`src/rtl/counter_pkg.sv`:
```
// counter_pkg: shared types, limits and step function for
// the saturating counter and its job arbiter.
package counter_pkg;

  typedef enum logic [1:0] {
    IDLE = 2'd0,
    RUN  = 2'd1,
    RESP = 2'd2
  } state_t;

  localparam int CNT_W   = 10;
  localparam int RST_VAL = 17;
  localparam int MIN     = -263;
  localparam int MAX     = 269;
  localparam int INV     = -47;
  localparam int UP_STEP = 4;
  localparam int DN_STEP = 10;

  // One counter step: clamp to [MIN,MAX]; the INV code is
  // never produced, the counter jumps one step past it.
  function automatic logic signed [CNT_W-1:0] cnt_next(
    input logic signed [CNT_W-1:0] c,
    input logic                    up
  );
    int w;
    w = up ? int'(c) + UP_STEP : int'(c) - DN_STEP;
    if (w > MAX)
      w = MAX;
    else if (w < MIN)
      w = MIN;
    if (w == INV)
      w = up ? w + UP_STEP : w - DN_STEP;
    return CNT_W'(w);
  endfunction

endpackage

```
`src/rtl/counter.sv`:
```
// counter: saturating up/down counter, steps every cycle.
// Ports: clk, rst (sync, high), mode (1=up), cnt (signed).
module counter
  import counter_pkg::*;
(
  input  logic                    clk,
  input  logic                    rst,
  input  logic                    mode,
  output logic signed [CNT_W-1:0] cnt
);

  always_ff @(posedge clk) begin
    if (rst)
      cnt <= CNT_W'(RST_VAL);
    else
      cnt <= cnt_next(cnt, mode);
  end

endmodule

```
`src/rtl/counter_arb.sv`:
```
// counter_arb: round-robin arbiter running count jobs from two
// requesters on one counter. Ports: clk, rst, req0/1 valid/
// ready/dir/len, resp valid/ready/id/start/end/sat, cnt, busy.
module counter_arb
  import counter_pkg::*;
#(
  parameter int LEN_W = 8,
  parameter int SAT_W = LEN_W
)
(
  input  logic                    clk,
  input  logic                    rst,
  input  logic                    req0_valid,
  output logic                    req0_ready,
  input  logic                    req0_dir,
  input  logic [LEN_W-1:0]        req0_len,
  input  logic                    req1_valid,
  output logic                    req1_ready,
  input  logic                    req1_dir,
  input  logic [LEN_W-1:0]        req1_len,
  output logic                    resp_valid,
  input  logic                    resp_ready,
  output logic                    resp_id,
  output logic signed [CNT_W-1:0] resp_start,
  output logic signed [CNT_W-1:0] resp_end,
  output logic [SAT_W-1:0]        resp_sat,
  output logic signed [CNT_W-1:0] cnt,
  output logic                    busy
);

  state_t                  state;
  logic                    mode;
  logic                    prio;
  logic [LEN_W-1:0]        rem;
  logic [SAT_W-1:0]        sat;
  logic signed [CNT_W-1:0] nxt;
  logic                    g0;
  logic                    g1;
  logic                    acc;
  logic                    acc_id;
  logic                    acc_dir;
  logic [LEN_W-1:0]        acc_len;

  counter u_cnt (
    .clk  (clk),
    .rst  (rst),
    .mode (mode),
    .cnt  (cnt)
  );

  always_comb begin
    nxt        = cnt_next(cnt, mode);
    g0         = req0_valid && (!req1_valid || !prio);
    g1         = req1_valid && (!req0_valid || prio);
    req0_ready = (state == IDLE) && g0;
    req1_ready = (state == IDLE) && g1;
    acc        = req0_ready || req1_ready;
    acc_id     = req1_ready;
    acc_dir    = req1_ready ? req1_dir : req0_dir;
    acc_len    = req1_ready ? req1_len : req0_len;
  end

  assign resp_valid = (state == RESP);
  assign busy       = (state != IDLE);
  assign resp_sat   = sat;

  always_ff @(posedge clk) begin
    if (rst) begin
      state      <= IDLE;
      mode       <= 1'b1;
      prio       <= 1'b0;
      rem        <= '0;
      sat        <= '0;
      resp_id    <= 1'b0;
      resp_start <= '0;
      resp_end   <= '0;
    end else begin
      unique case (state)
        IDLE: begin
          if (acc) begin
            prio    <= ~acc_id;
            resp_id <= acc_id;
            mode    <= acc_dir;
            sat     <= '0;
            rem     <= acc_len;
            if (acc_len == '0) begin
              state      <= RESP;
              resp_start <= cnt;
              resp_end   <= cnt;
            end else begin
              // cnt seen in the first RUN cycle
              state      <= RUN;
              resp_start <= nxt;
            end
          end
        end
        RUN: begin
          if (nxt == cnt && sat != '1)
            sat <= sat + 1'b1;
          rem <= rem - 1'b1;
          if (rem == LEN_W'(1)) begin
            state    <= RESP;
            resp_end <= nxt;
          end
        end
        RESP: begin
          if (resp_ready)
            state <= IDLE;
        end
        default: state <= IDLE;
      endcase
    end
  end

endmodule

```
`config.mk`:
```
export PLATFORM = sky130hd
export DESIGN_NAME = counter_arb
export DESIGN_NICKNAME = d
export VERILOG_FILES = /design/src/rtl/counter_pkg.sv /design/src/rtl/counter.sv /design/src/rtl/counter_arb.sv
export SDC_FILE = /design/constraint.sdc
export NUM_CORES = 1
export LEC_CHECK = 0
export BUFFER_PORTS_ARGS = -buffer_cell sky130_fd_sc_hd__buf_4
export CAP_MARGIN = 20
export CORE_AREA = 2 2 109 80
export CTS_BUF_LIST = sky130_fd_sc_hd__clkbuf_8
export CTS_CLUSTER_SIZE = 25
export DETAILED_ROUTE_END_ITERATION = 8
export DIE_AREA = 0 0 111 82
export GPL_ROUTABILITY_DRIVEN = 0
export HOLD_SLACK_MARGIN = 0.03
export PLACE_DENSITY = 0.66
export SYNTH_ARGS = -nofsm -noshare
export SYNTH_HDL_FRONTEND = slang
export SYNTH_SLANG_ARGS = --single-unit
```
`constraint.sdc`:
```
create_clock -name clk -period 4.9 [get_ports clk]
set_clock_uncertainty 0.15 [all_clocks]
set_input_delay 0.735 -clock clk [delete_from_list [all_inputs] [get_ports clk]]
set_output_delay 0.735 -clock clk [all_outputs]
set_load 0.005 [all_outputs]
```
# Word level (Yosys, flattened, before mapping)
# Index checks and enable logic that the tools add are counted.
# totals
output_inout_bits	43
ff_bits	51
in_bits	23
# classes
n_bitwise	1
order_cmp	2
reduce_logical	20
n_eq_ne	12
mux	25
addsub	8
# ops
cell	count
32-bit 2-to-1 mux	4
10-bit 2-to-1 mux	8
32-bit by 7-bit equality test with 1-bit output, second input constant	2
32-bit by 10-bit greater-than comparator with 1-bit output, second input constant	1
32-bit by 10-bit < comparator with 1-bit output, second input constant	1
8-bit 2-to-1 mux	4
8-bit case mux with 2 select lines	2
10-bit by 4-bit adder with 10-bit output, second input constant	2
10-bit case mux with 2 select lines	1
10-bit by 5-bit subtractor with 10-bit output, second input constant	2
10-bit by 4-bit adder with 11-bit output, second input constant	1
10-bit by 5-bit subtractor with 11-bit output, second input constant	1
10-bit equality test	1
8-bit by 1-bit adder with 8-bit output, second input constant	1
8-bit by 1-bit equality test with 1-bit output, second input constant	1
8-bit zero test	1
2-bit 2-to-1 mux	4
8-bit inequality test, second input constant	1
8-bit by 1-bit subtractor with 8-bit output, second input constant	1
2-bit inequality test, second input constant	3
2-bit case mux with 3 select lines	1
3-bit AND reduction	2
1-bit logical AND	5
2-bit by 1-bit inequality test with 1-bit output, second input constant	2
other kinds (10)	16

# Logic depth before layout (Yosys ltp)
# logic_depth
depth_word	12
ltp_mapped	22

# Cells and area by module
# From an unflattened synthesis, not the netlist that was laid out.
# unflattened
hier_cells	571
hier_area_um2	4232.8
# by_module_without_submodules
mod	area_per_inst_um2	cells_each	n_inst	seq_area_each_um2
counter_arb	3239.4	441	1	820.8
counter	993.5	130	1	200.2

# Worst setup path after synthesis
# No wires, ideal clock.
# synth_path
path_type	register to register
start	reg u_cnt.cnt[1]
end	reg sat[2], in the netlist resp_sat[2]
path_slack_ps	-514
setup_ps	116
synth_period_minus_slack_ps	5414
required_ps	4634
t_arrival_ps	5149
path_buffers	3
path_stages_with_launch	22
path_cell_list	dfxtp_1 -> clkbuf_1 -> inv_1 -> ha_1 -> xnor2_1 -> mux2_2 -> o21ai_0 -> o41ai_2 -> a22oi_1 -> clkbuf_1 -> nor2_1 -> ha_1 -> and3_1 -> or4b_4 -> or4_1 -> a311o_1 -> o311ai_2 -> o221ai_2 -> a2111oi_4 -> buf_6 -> a21oi_1 -> a31o_1
# synth_between
elab_chain_cells	12
elab_cells_between_ends	16
# synth_rtl
element	line	source
start: declaration	counter.sv:9	output logic signed [CNT_W-1:0] cnt
start signal: assignment	counter.sv:14	cnt <= CNT_W'(RST_VAL);
start signal: assignment	counter.sv:16	cnt <= cnt_next(cnt, mode);
10-bit by 5-bit subtractor with 11-bit output / 10-bit by 4-bit adder with 11-bit output (equally long branches)	counter_pkg.sv:26	w = up ? int'(c) + UP_STEP : int'(c) - DN_STEP;
32-bit 2-to-1 mux	counter_pkg.sv:26	
32-bit by 10-bit < comparator with 1-bit output	counter_pkg.sv:29	else if (w < MIN)
32-bit 2-to-1 mux	counter_pkg.sv:29	
32-bit 2-to-1 mux	counter_pkg.sv:27	if (w > MAX)
10-bit by 5-bit subtractor with 10-bit output / 10-bit by 4-bit adder with 10-bit output (equally long branches)	counter_pkg.sv:32	w = up ? w + UP_STEP : w - DN_STEP;
10-bit 2-to-1 mux	counter_pkg.sv:32	
10-bit 2-to-1 mux	counter_pkg.sv:31	if (w == INV)
10-bit equality test (*)	counter_arb.sv:98	if (nxt == cnt && sat != '1)
1-bit logical AND (*)	counter_arb.sv:98	
2-bit inequality test (no line) (*)	n/a	
3-bit AND reduction (no line) (*)	n/a	
end signal: assignment	counter_arb.sv:99	sat <= sat + 1'b1;
end: declaration	counter_arb.sv:35	logic [SAT_W-1:0] sat;
# Every way passes the cells marked *; elsewhere a longest branch is shown, timed or not.
# A chain may end at the register's enable or synchronous reset.

# Worst setup path in the final report
# layout_path
start	reg u_cnt.cnt[2]
end	reg sat[1], in the netlist resp_sat[1]
# Same word-level chain as after synthesis.

==> qor.yml <==
yosys:
  avgSynthCellArea_um2: 7.41
  ys_seq_area_frac: 0.290
  ys_seq_elements: 51
  ys_async_sr_fraction: 0
  synth_cells: 476
  yosysWarnings: 0
  synth.most_common_cell: "nor2_1"
  synth_area_leaders: "dfxtp_1 (29%), nor2_1 (7.0%), nand2_1 (6.0%)"
  synth_nets: 507
  yosys.area_share.adder: 0.0312
  yosys.area.top_type: "dfxtp_1"
  synth_xor_area_frac: 0.0245
  synth_top_area_share: 0.290
  muxShareOfSynthArea: 0.0401
  yosys-top-cells-count: "nor2_1 (66), nand2_1 (56), dfxtp_1 (51), a21oi_1 (33), o21ai_0 (28)"
  ys_types: 69
  synth_edf_count: 0
  synth_top_family_by_area: "simple AND/OR/NAND/NOR gates"
  synth_compound_area_frac: 0.279
  synth-simple-area-share: 0.279
  syn_area_um2: 3530
  yosys_most_used_dff: "dfxtp_1"
detailed_routing:
  via_per_inst: 5.87
  vias: 4029
  detail-route-antenna-nets: 0
  wl_per_cell_um: 16.4
  drt_wl_total_mm: 11.3
  drtPass1Iterations: 6
  drt_iter0_markers: 363
  drc_errors: 0
run_status:
  status: "complete, but fails checks"
  violations: "setup timing"
pwr:
  ir_worst_vdd_mv: 0.302
  p_sw_uw: 1470
  leakagePower_uw: 0.00209
  p_int_uw: 1640
  p_seq_frac: 0.206
  pwr-share-clk: 0.078
  p_per_area_nw_per_um2: 642
  swShare: 0.471
  combPwrFrac: 0.716
die:
  die_y_um: 82
  core_um2: 8090
  ioPinCount: 66
  initial_utilization: 0.436
  rows: 28
  fp.dieW_um: 111
  die_area_um2: 9100
grt:
  grt-ovfl-total: 0
  grt_pass1_wl_mm: 17.8
  grt_max_degree: 49
  grt_pass1_vias: 3518
  track_usage: 0.240
  antenna_found_initial: 0
clocking:
  clkTransAtPathRegs_ns: 0.10
  cts_buffer_depth: 2
  cts_sinks: 51
  root_buffer: "clkbuf_8"
  cts_max_level: 2
  cts_hold_buf: 0
  cts_buffers: 5
  insertion_delay_ns: 0.32
  cts_tree: "yes"
sta:
  setup_ws_ns: -0.0951
  max_freq_mhz: 200
  holdWs_ns: 0.326
  rsz0062_at_grt: "yes"
  slew_headroom: 0.410
  worstMarginPinSlew_ns: 0.885
  hold_violations: 0
  period_needed_ns: 5.00
  post-route-period-util: 1.02
  setup_viol_count_final: 8
  drv_slew: 0
setup_path:
  end_kind: "flop"
  required_ns: 5.00
  worstSetupPathType: "flop to flop"
  critPathMaxFanout: 5
  r2r_setup_slack_ns: -0.1
  cp_data_arrival_time_ns: 5.10
  critPathLaunchType: "flop"
worst_hold_path:
  hold_path.class: "flop to flop"
layout:
  n_fill_cell: 740
  layout-drive-gt1-share: 0.320
  nNetsFinal: 611
  diodes: 0
  area_growth_pct: 37.3
  utilization: 0.598
  final_cells: 686
placed_design:
  port_buffers: 65
  place_inst: 668
  detailedPlace.worstSlack_ns: -0.150
  dp_hpwl_mm: 8.25
flow_run:
  drv_cap: 0
## flip-flops by register name (all words and copies together) (netlist names)
signal      count
resp_id         1
resp_end       10
state           2
mode            1
prio            1
resp_start     10
u_cnt.cnt      10
rem             8
resp_sat        8
## logic make-up after synthesis
family          count (synthesis)
compound gates                139
xor+xnor                        9
fa+ha+maj                       9
flops                          51
mux                            14
simple gates                  206
buf+inv                        48
## layer usage
metal,share of wire,global-route usage,up-vias
met5,0,0,-
met4,0.013,0.0638,0
met3,0.080,0.0605,19
met2,0.43,0.363,171
met1,0.48,0.342,1888
li1,-,-,1951
## per-stage QoR
| stage | instance area, um2 | TNS [ns] | total power [uW] |
|---|---|---|---|
| floorplan | 3710 | -0.472 | 1940 |
| global placement | 4550 | -0.0766 | 2650 |
| detailed placement | 4550 | -0.743 | 2670 |
| CTS | 4670 | 0 | 2940 |
| global route | 4840 | -2.12 | 3340 |
| finish | 4840 | -0.465 | 3110 |
## worst max-delay path, cell delays in order (launching register included)
cell	delay, ns
dfxtp_4	0.38
ha_4	0.18
buf_4	0.14
a211oi_2	0.25
or3_4	0.18
nand4_1	0.19
o41ai_4	0.45
a22oi_2	0.17
nor2_4	0.12
ha_2	0.17
and3_4	0.18
or4b_4	0.48
or4_1	0.48
a311o_1	0.28
o311ai_2	0.08
o221ai_2	0.17
a2111oi_4	0.38
buf_2	0.24
buf_4	0.13
nand3_1	0.06
o21ai_0	0.07
## area by class of cell
| cell class | instances | area [um2] | share of cell area |
|---|---|---|---|
| clock buffers | 5 | 68.8 | 0.0142 |
| clock inverters | 3 | 15.0 | 0.00310 |
| inverters | 17 | 68.8 | 0.0142 |
| multi-input cells | 377 | 2540 | 0.525 |
| flip-flops and latches | 51 | 1040 | 0.215 |
| well taps | 105 | 131 | 0.0271 |
| repair buffers | 128 | 973 | 0.201 |
## layout by cell type (no fill, tap or decap), drive strengths merged, types with 4 or more instances in the layout
cell type / count
a21oi: 33
and3: 11
xnor2: 7
nor4: 5
nand4: 6
o21ai: 30
ha: 8
nor2: 66
o211ai: 4
or4: 5
buf: 128
dfxtp: 51
a31o: 4
mux2i: 13
clkbuf: 5
a31oi: 9
nand2b: 4
nor3: 17
a22oi: 5
nor2b: 6
nand2: 56
or3: 8
inv: 19
a21o: 4
o311ai: 5
nand3: 8
a211oi: 14
## power groups by stage
stage	registers (uW)	clock network (uW)	logic [uW]
floorplan	609	0	1330
global placement	630	0	2020
detailed placement	634	0	2030
CTS	626	248	2060
global route	656	264	2420
finish	641	242	2230
## timing repair
action	CTS	global route
setup endpoints to repair	8	9
gates resized for setup	5	27
cloned	0	1
setup buffers	3	7
pin swaps	2	17
## path summary, 6_finish.rpt
| kind | cells past startpoint | start | end |
|---|---|---|---|
| hold / removal | 2 | resp_start[8]$_SDFFE_PP0P_ | resp_start[8]$_SDFFE_PP0P_ |
| setup / recovery | 20 | u_cnt.cnt[2]$_SDFF_PP0_ | resp_sat[1]$_SDFFE_PP0P_ |
| hold reg to reg | 2 | resp_start[8]$_SDFFE_PP0P_ | resp_start[8]$_SDFFE_PP0P_ |
| setup reg to reg | 20 | u_cnt.cnt[2]$_SDFF_PP0_ | resp_sat[1]$_SDFFE_PP0P_ |
No activity file was read; power rests on OpenSTA's default activity.
